==> src/rtl/invsqrt_seq.sv <==
// invsqrt_seq: 1/sqrt(x) on IEEE-754 singles, magic-constant seed refined by ITER Newton-Raphson steps
// Latency: 2 + ITER*(3*Lm + La + 8) cycles with an always-ready multiplier/adder of latency Lm/La
// Backpressure: requests held until rdy; result held in DONE until out_ready; in_ready only in IDLE
// Optional build macro INVSQRT_SEQ_ERR_CHECK_EN: negative, zero, inf/NaN and denormal operands
// bypass the iteration and return quiet NaN with err_out set.
module invsqrt_seq #(
   parameter int          ITER  = 2,
   parameter logic [31:0] MAGIC = 32'h5F3759DF
) (
   input  logic        clk,
   input  logic        rst,
   input  logic        in_valid,
   output logic        in_ready,
   input  logic [31:0] x_in,
   output logic        out_valid,
   input  logic        out_ready,
   output logic [31:0] y_out,
   output logic        err_out,
   output logic        mul_req,
   output logic [31:0] mul_a,
   output logic [31:0] mul_b,
   input  logic        mul_rdy,
   input  logic [31:0] mul_res,
   input  logic        mul_res_vld,
   input  logic        mul_err,
   output logic        add_req,
   output logic [31:0] add_a,
   output logic [31:0] add_b,
   input  logic        add_rdy,
   input  logic [31:0] add_res,
   input  logic        add_res_vld
);

   localparam logic [31:0] ONE_HALF_3 = 32'h3FC00000;  // 1.5
   localparam logic [31:0] QNAN       = 32'h7FC00000;
   localparam logic [2:0]  ITER_C     = 3'(ITER);

   typedef enum logic [2:0] {IDLE, SEED, MYY, MXH, SUB, MY, DONE} state_t;
   // Each arithmetic state walks REQ -> WAIT -> COMMIT; COMMIT is a settle cycle so
   // every operation costs its unit latency plus two cycles.
   typedef enum logic [1:0] {PH_REQ, PH_WAIT, PH_COMMIT} phase_t;

   state_t      state, state_nxt;
   phase_t      ph, ph_nxt;
   logic [31:0] x_r, xh_r, y_r, t_r;
   logic        err_r;
   logic [2:0]  cnt_r;
   logic        ld_x, ld_seed, ld_bad, cap, cnt_inc;

`ifdef INVSQRT_SEQ_ERR_CHECK_EN
   logic x_bad;
   assign x_bad = x_r[31] | (x_r[30:23] == 8'h00) | (x_r[30:23] == 8'hFF);
`endif

   // State and phase registers
   always_ff @(posedge clk) begin
      if (rst) begin
         state <= IDLE;
         ph    <= PH_REQ;
      end else begin
         state <= state_nxt;
         ph    <= ph_nxt;
      end
   end

   // Next-state, handshake outputs and operand muxing
   always_comb begin
      state_nxt = state;
      ph_nxt    = ph;
      in_ready  = 1'b0;
      out_valid = 1'b0;
      y_out     = 32'h0;
      err_out   = 1'b0;
      mul_req   = 1'b0;
      mul_a     = 32'h0;
      mul_b     = 32'h0;
      add_req   = 1'b0;
      add_a     = 32'h0;
      add_b     = 32'h0;
      ld_x      = 1'b0;
      ld_seed   = 1'b0;
      ld_bad    = 1'b0;
      cap       = 1'b0;
      cnt_inc   = 1'b0;
      case (state)
         IDLE: begin
            in_ready = ~rst;
            if (in_valid) begin
               ld_x      = 1'b1;
               state_nxt = SEED;
            end
         end
         SEED: begin
`ifdef INVSQRT_SEQ_ERR_CHECK_EN
            if (x_bad) begin
               ld_bad    = 1'b1;
               state_nxt = DONE;
            end else begin
               ld_seed   = 1'b1;
               state_nxt = MYY;
            end
`else
            ld_seed   = 1'b1;
            state_nxt = MYY;
`endif
         end
         MYY, MXH, SUB, MY: begin
            case (ph)
               PH_REQ: begin
                  if (state == SUB) begin
                     add_req = 1'b1;
                     add_a   = ONE_HALF_3;
                     add_b   = {~t_r[31], t_r[30:0]};
                     if (add_rdy) ph_nxt = PH_WAIT;
                  end else begin
                     mul_req = 1'b1;
                     case (state)
                        MYY:     begin mul_a = y_r; mul_b = y_r;  end
                        MXH:     begin mul_a = t_r; mul_b = xh_r; end
                        default: begin mul_a = y_r; mul_b = t_r;  end
                     endcase
                     if (mul_rdy) ph_nxt = PH_WAIT;
                  end
               end
               PH_WAIT: begin
                  if ((state == SUB) ? add_res_vld : mul_res_vld) begin
                     cap    = 1'b1;
                     ph_nxt = PH_COMMIT;
                  end
               end
               default: begin
                  ph_nxt = PH_REQ;
                  case (state)
                     MYY:     state_nxt = MXH;
                     MXH:     state_nxt = SUB;
                     SUB:     state_nxt = MY;
                     default: begin
                        cnt_inc   = 1'b1;
                        state_nxt = (cnt_r + 3'd1 == ITER_C) ? DONE : MYY;
                     end
                  endcase
               end
            endcase
         end
         DONE: begin
            out_valid = 1'b1;
            y_out     = y_r;
            err_out   = err_r;
            if (out_ready) state_nxt = IDLE;
         end
         default: state_nxt = IDLE;
      endcase
   end

   // Operand, seed, intermediate and error registers
   always_ff @(posedge clk) begin
      if (rst) begin
         x_r   <= 32'h0;
         xh_r  <= 32'h0;
         y_r   <= 32'h0;
         t_r   <= 32'h0;
         err_r <= 1'b0;
         cnt_r <= 3'd0;
      end else begin
         if (ld_x) begin
            x_r   <= x_in;
            xh_r  <= {x_in[31], x_in[30:23] - 8'd1, x_in[22:0]};
            err_r <= 1'b0;
            cnt_r <= 3'd0;
         end
         if (ld_seed) y_r <= MAGIC - (x_r >> 1);
         if (ld_bad) begin
            y_r   <= QNAN;
            err_r <= 1'b1;
         end
         if (cap) begin
            if (state == SUB)     t_r <= add_res;
            else if (state == MY) y_r <= mul_res;
            else                  t_r <= mul_res;
            if (state != SUB && mul_err) err_r <= 1'b1;
         end
         if (cnt_inc) cnt_r <= cnt_r + 3'd1;
      end
   end

endmodule
==> config.mk <==
export PLATFORM = sky130hd
export DESIGN_NAME = invsqrt_seq
export DESIGN_NICKNAME = d
export VERILOG_FILES = /design/src/rtl/invsqrt_seq.sv
export SDC_FILE = /design/constraint.sdc
export NUM_CORES = 1
export LEC_CHECK = 0
export CAP_MARGIN = 10
export CORE_MARGIN = 2
export CORE_UTILIZATION = 38
export CTS_CLUSTER_DIAMETER = 120
export CTS_CLUSTER_SIZE = 12
export DETAILED_ROUTE_END_ITERATION = 6
export PLACE_DENSITY = 0.7
export SETUP_SLACK_MARGIN = 0.2
export SLEW_MARGIN = 20
export SYNTH_ARGS = -nofsm -noshare
export SYNTH_HDL_FRONTEND = slang
export SYNTH_SLANG_ARGS = --single-unit
export TNS_END_PERCENT = 20
==> constraint.sdc <==
create_clock -name clk -period 2.9 [get_ports clk]
set_input_delay 0.435 -clock clk [delete_from_list [all_inputs] [get_ports clk]]
set_output_delay 0.435 -clock clk [all_outputs]
set_load 0.05 [all_outputs]
==> results of run 1 <==
## registers in the layout, summed over array words and instances, names as in the netlist
| register | cells |
|---|---|
| err_r | 1 |
| x_r | 31 |
| y_r | 32 |
| state | 3 |
| ph | 2 |
| t_r | 32 |
| cnt_r | 3 |
| xh_r | 9 |
## stage by stage
stage	setup TNS, ps	hold WS (ps)	utilization, %	total power, mW
finish	0	395.4	60.57	4.879
CTS	0	394.9	60.47	4.862
detailed placement	0	479.8	57.61	2.942
floorplan	-54.71	436.0	-	2.478
global route	0	403.0	60.57	5.059
global placement	0	462.0	57.61	2.926
## worst max-delay path, stage by stage, from the launching register on
cell     delay (ps)
dfxtp_2         450
nor2b_4         270
and2_1          150
buf_4           350
nand2_1         110
a21oi_1         270
buf_12          180
## routing by layer
metal,vias to the layer above,share of wire [%],track usage (%)
li1,3912,-,-
met1,3835,44,40.02
met2,403,44,40.30
met3,41,9.0,5.931
met4,0,2.6,10.11
met5,-,0,0
## final cells by class
cell class / instances / area [um2]
clock buffer: 18 / 439.2
clock inverter: 14 / 107.6
fill: 1687 / 7624
inverter: 8 / 30.03
multi-input combinational: 806 / 4614
sequential: 113 / 2266
tap: 265 / 331.6
timing repair buffer: 269 / 3923
## worst max path at each step
stage	from	end	slack, ps	cells past startpoint
after detailed placement	state[2]	add_a[29]	470	4
after CTS	state[1]	mul_b[31]	220	6
after global placement	state[2]	add_a[23]	540	4
final	state[1]	mul_a[8]	250	6
after floorplan	state[2]	mul_b[14]	-3	7
after global routing	state[1]	mul_a[7]	140	6
## Yosys cell counts (all sizes together) (5+ instances only)
library cell,n,area share [%]
a211oi,61,6.5
xor2,7,0.82
inv,8,0.40
a21oi,95,6.6
o21ai,14,0.94
buf,73,6.0
nor3,19,1.3
and2,40,3.4
nor2,126,6.4
clkbuf,57,2.9
and3,35,2.9
xnor2,13,1.5
dfxtp,113,30
or3,7,0.59
nand2,217,11
a31oi,5,0.42
nand3,10,0.67
mux2i,36,4.8
a311oi,34,4.8
## power breakdown
part           switching, mW  internal, mW  total [mW]
combinational          0.664         0.467        1.13
sequential             0.155          1.65        1.81
clock                  0.820          1.12        1.94
## cell families (layout without fill, tap and decap cells)
logic type      count (synthesis)  after routing
mux                            38             38
flops                         113            113
compound gates                239            239
simple gates                  481            481
fa+ha+maj                       4              4
other cells                     1             24
xor+xnor                       20             20
buf+inv                       138            309
## cells in the final DEF, fill, tap and decap left out, drive strengths merged, types with 4 or more instances in the layout
cell type / count
dfxtp: 113
ha: 4
nand2b: 4
inv: 12
and3: 35
clkbuf: 18
mux2i: 36
nor3: 19
a31oi: 5
nand2: 217
conb: 24
nor4: 4
xnor2: 13
xor2: 7
o21ai: 14
nand4: 4
or3: 7
nor2: 126
a21oi: 95
a311oi: 34
buf: 165
nand3: 10
and2: 40
a211oi: 61
clkinv: 7
clkdlybuf4s50: 104
## what timing repair did
item,CTS,global route
hold endpoints to repair,0,0
setup endpoints to repair,62,49
gates resized for setup,3,5
==> flow_summary.ini, run 1 <==
[min_path]
hold_class = primary input to flop
min_to = cnt_r[0]
hold_depth = 2
holdCritStartpoint = rst

[outcome]
status = complete, no violations

[timing]
hold_viol = 0
finalCritPeriodShare_pct = 91.37
maxSlewViolCount = 0
final.setup_skew_ps = 8.111
worst_pin_slew_ps = 828.4
relSlewSlack_pct = 44.78
period_needed_ps = 2650
rsz0062_at_grt = yes
fmax_mhz = 377.4
finalSetupViolations = 0
finalWorstSetupSlack_ps = 250.3

[die]
std_cell_rows = 51
core_area_um2 = 19330
die_w_um = 143.9
fp.dieH_um = 143.9
die_area_um2 = 20700
start_util_pct = 38.45
io_pins = 270

[routing]
wl_per_cell_um = 19.55
drc = 0
drtAntennaViolNets = 0
drt_pass1_iterations = 5
via_per_inst = 5.486
via_count = 8191
drt_iter0_markers = 882
wl_mm = 29.19

[yosys]
synth-seq-area-share_pct = 30.43
yosys.area_share.xor_xnor_pct = 2.357
synth_fa_ha_area_share_pct = 0.6733
synthesis.area_um2 = 7433
synth_seq_cells = 113
synth_edf_count = 0
ys_async_sr_fraction_pct = 0
synthFlopType = dfxtp_1
syn_area_per_cell_um2 = 7.189
synth-warning-count = 0
synth_top_family_by_area = simple AND/OR/NAND/NOR gates
synth-compound-area-share_pct = 22.76
ys_types = 68
yosys.area_share.simple_pct = 29.25
muxShareOfSynthArea_pct = 5.151
synth_cells = 1034

[placed_design]
placedInstanceArea_um2 = 11140
hpwl_mm = 21.68
io_buffers = 245
dpl.cell_count = 1461
gp_congestion = 0.9435
place_ws_ps = 468.0

[final_layout]
nets = 1324
drive_above_1_share_pct = 19.22
area_growth_pct = 57.55
final_area_um2 = 11710
n_antenna_cell = 0
fin_cells = 1493

[global_route]
grt_pass1_vias = 7238
grt_pass1_wl_mm = 43.47
grt_antenna_before_repair = 0
grt_overflow_total = 0
grt_max_degree = 66
grt.total_usage_pct = 27.71

[critical_path]
required_ps = 2470
path_class = flop to output port
arrival_ps = 2210
start_kind = flop
r2r_slack_ps = 660
timing.rr.start = state[0]
endpoint_kind = output port
r2r_cells = 5
cp_max_fo = 32
timing.rr.end = y_r[26]

[power_and_ir_drop]
peakVddDrop_mv = 0.4561
p_leak_nw = 4.378
power.density_nw_per_um2 = 416.6

[cts]
cts_tree = yes
clock_sink_count = 113
cts_setup_buffers = 0
h-tree-depth = 4
clk_pin_slew_ps = 60
clk_latency_ps = 420
clock_path_buffers = 2
holdBufCountCts = 0
cts-buffers-inserted = 17
clock_tree.root_cell = clkbuf_16

[job]
maxCapViolations = 0
Note: power is estimated with default switching activity, not from simulation.
==> run 2, diff against run 1 <==
CORE_MARGIN = default   (was 2)
clock period = 2.7 ns   (was 2.9 ns; I/O delays follow)
==> flow_summary.ini, run 2 (synthesis results as in run 1) <==
[cts]
clk_pin_slew_ps = 60
holdBufCountCts = 0
clk_latency_ps = 420
cts-buffers-inserted = 17
cts_setup_buffers = 0
h-tree-depth = 4
clock_sink_count = 113
cts_tree = yes
clock_path_buffers = 2
clock_tree.root_cell = clkbuf_16

[critical_path]
cpLargestDelayFamily = buffers and inverters
crit_path_max_incr_delay_ps = 430
cp_max_fo = 38
path_class = flop to output port
required_ps = 2300
arrival_ps = 2180
crit_start = state[0]
start_kind = flop
timing.rr.start = state[1]
endpoint_kind = output port
cp_slowest_cell = dfxtp_2
crit_top_cell = buf_12
crit_chain = buf_12 > and2_1 > buf_12 > nand2_1 > a21oi_1 > buf_12
r2r_cells = 5
cp.depth = 6
crit_buf_inv = 3

[global_route]
met3_usage_pct = 5.602
grt_pass1_vias = 7289
grt_antenna_before_repair = 1
grt_util_met2_pct = 44.10
grt_overflow_total = 0
grt.total_usage_pct = 29.10
top_usage_layer = met2
grt_pass1_wl_mm = 44.26
grt_max_degree = 79
gr-usage-met1_pct = 41.88

[routing]
drt_pass1_iterations = 7
via_count = 8280
wl_per_cell_um = 19.87
drt_iter0_markers = 885
drtAntennaViolNets = 0
wl_mm = 29.73
drc = 1
via_per_inst = 5.535

[die]
io_pins = 270
start_util_pct = 39.21
die_area_um2 = 20120
die_w_um = 141.9
core_area_um2 = 18960
fp.dieH_um = 141.9
std_cell_rows = 50

[power_and_ir_drop]
power.density_nw_per_um2 = 441.3
p_total_mw = 5.357
peakVddDrop_mv = 0.4432
p_leak_nw = 4.488

[placed_design]
dpl.cell_count = 1463
place_ws_ps = 439.3
io_buffers = 245
gp_congestion = 0.9284
hpwl_mm = 22.10
placedInstanceArea_um2 = 11380

[job]
maxCapViolations = 0

[timing]
hold_viol = 0
hold-worst-slack_ps = 402.2
finalSetupViolations = 0
tns_ps = 0
worst_pin_slew_ps = 962.8
maxSlewViolCount = 0
finalWorstSetupSlack_ps = 119.4
final.setup_skew_ps = 9.016
finalCritPeriodShare_pct = 95.58
rsz0062_at_grt = yes
fmax_mhz = 387.5
period_needed_ps = 2581
relSlewSlack_pct = 35.81

[min_path]
hold_class = primary input to flop
hold_depth = 3
holdCritStartpoint = rst

[outcome]
status = finished, violations left
failed_checks = design-rule violations

[final_layout]
nets = 1331
top_regs = t_r x32, y_r x32, x_r x31
final_area_um2 = 12140
drive_above_1_share_pct = 21.13
final_util_pct = 64.05
area_growth_pct = 63.32
final_common_cell = nand2_1
fin_cells = 1496
n_fill_cell = 1573
layout_common_cells = 216 x nand2_1, 147 x buf_12, 125 x nor2_1
-- run 2: power by group --
part	leakage [nW]	internal [mW]	switching, mW
clock	0.268	1.31	0.830
combinational	3.30	0.515	0.765
sequential	0.923	1.77	0.162
-- run 2: worst paths after layout --
check	to	slack, ps
worst max-delay path	mul_a[4]	120
worst min-delay path	y_r[16]	400
worst max register to register	y_r[10]	540
worst min register to register	x_r[3]	480
-- run 2: cell type report --
type / instances / area, um2 / share of cell area, %
Multi-Input combinational cell: 806 / 4770 / 39.29
Clock buffer: 20 / 456.7 / 3.762
Tap cell: 260 / 325.3 / 2.680
Antenna cell: 1 / 2.502 / 0.02061
Clock inverter: 12 / 110.1 / 0.9069
Sequential cell: 113 / 2265 / 18.65
Inverter: 8 / 30.03 / 0.2473
Timing Repair Buffer: 276 / 4182 / 34.44
-- run 2: what timing repair did --
action                                  4_1_cts  5_1_grt
pin swaps                                     0        0
resized for setup                             5       31
endpoints found under the setup margin       52      108
-- run 2: metal layers --
metal | part of all wire (%) | vias to the layer above
met2 | 46 | 453
met5 | 0 | -
met3 | 10 | 19
met1 | 43 | 3898
li1 | - | 3910
met4 | 1.1 | 0
-- run 2: worst min-delay path: cells and delay by family --
family,cells,cell delay [ps]
AO/OA/AOI/OAI,1,130
buffers and inverters,2,240
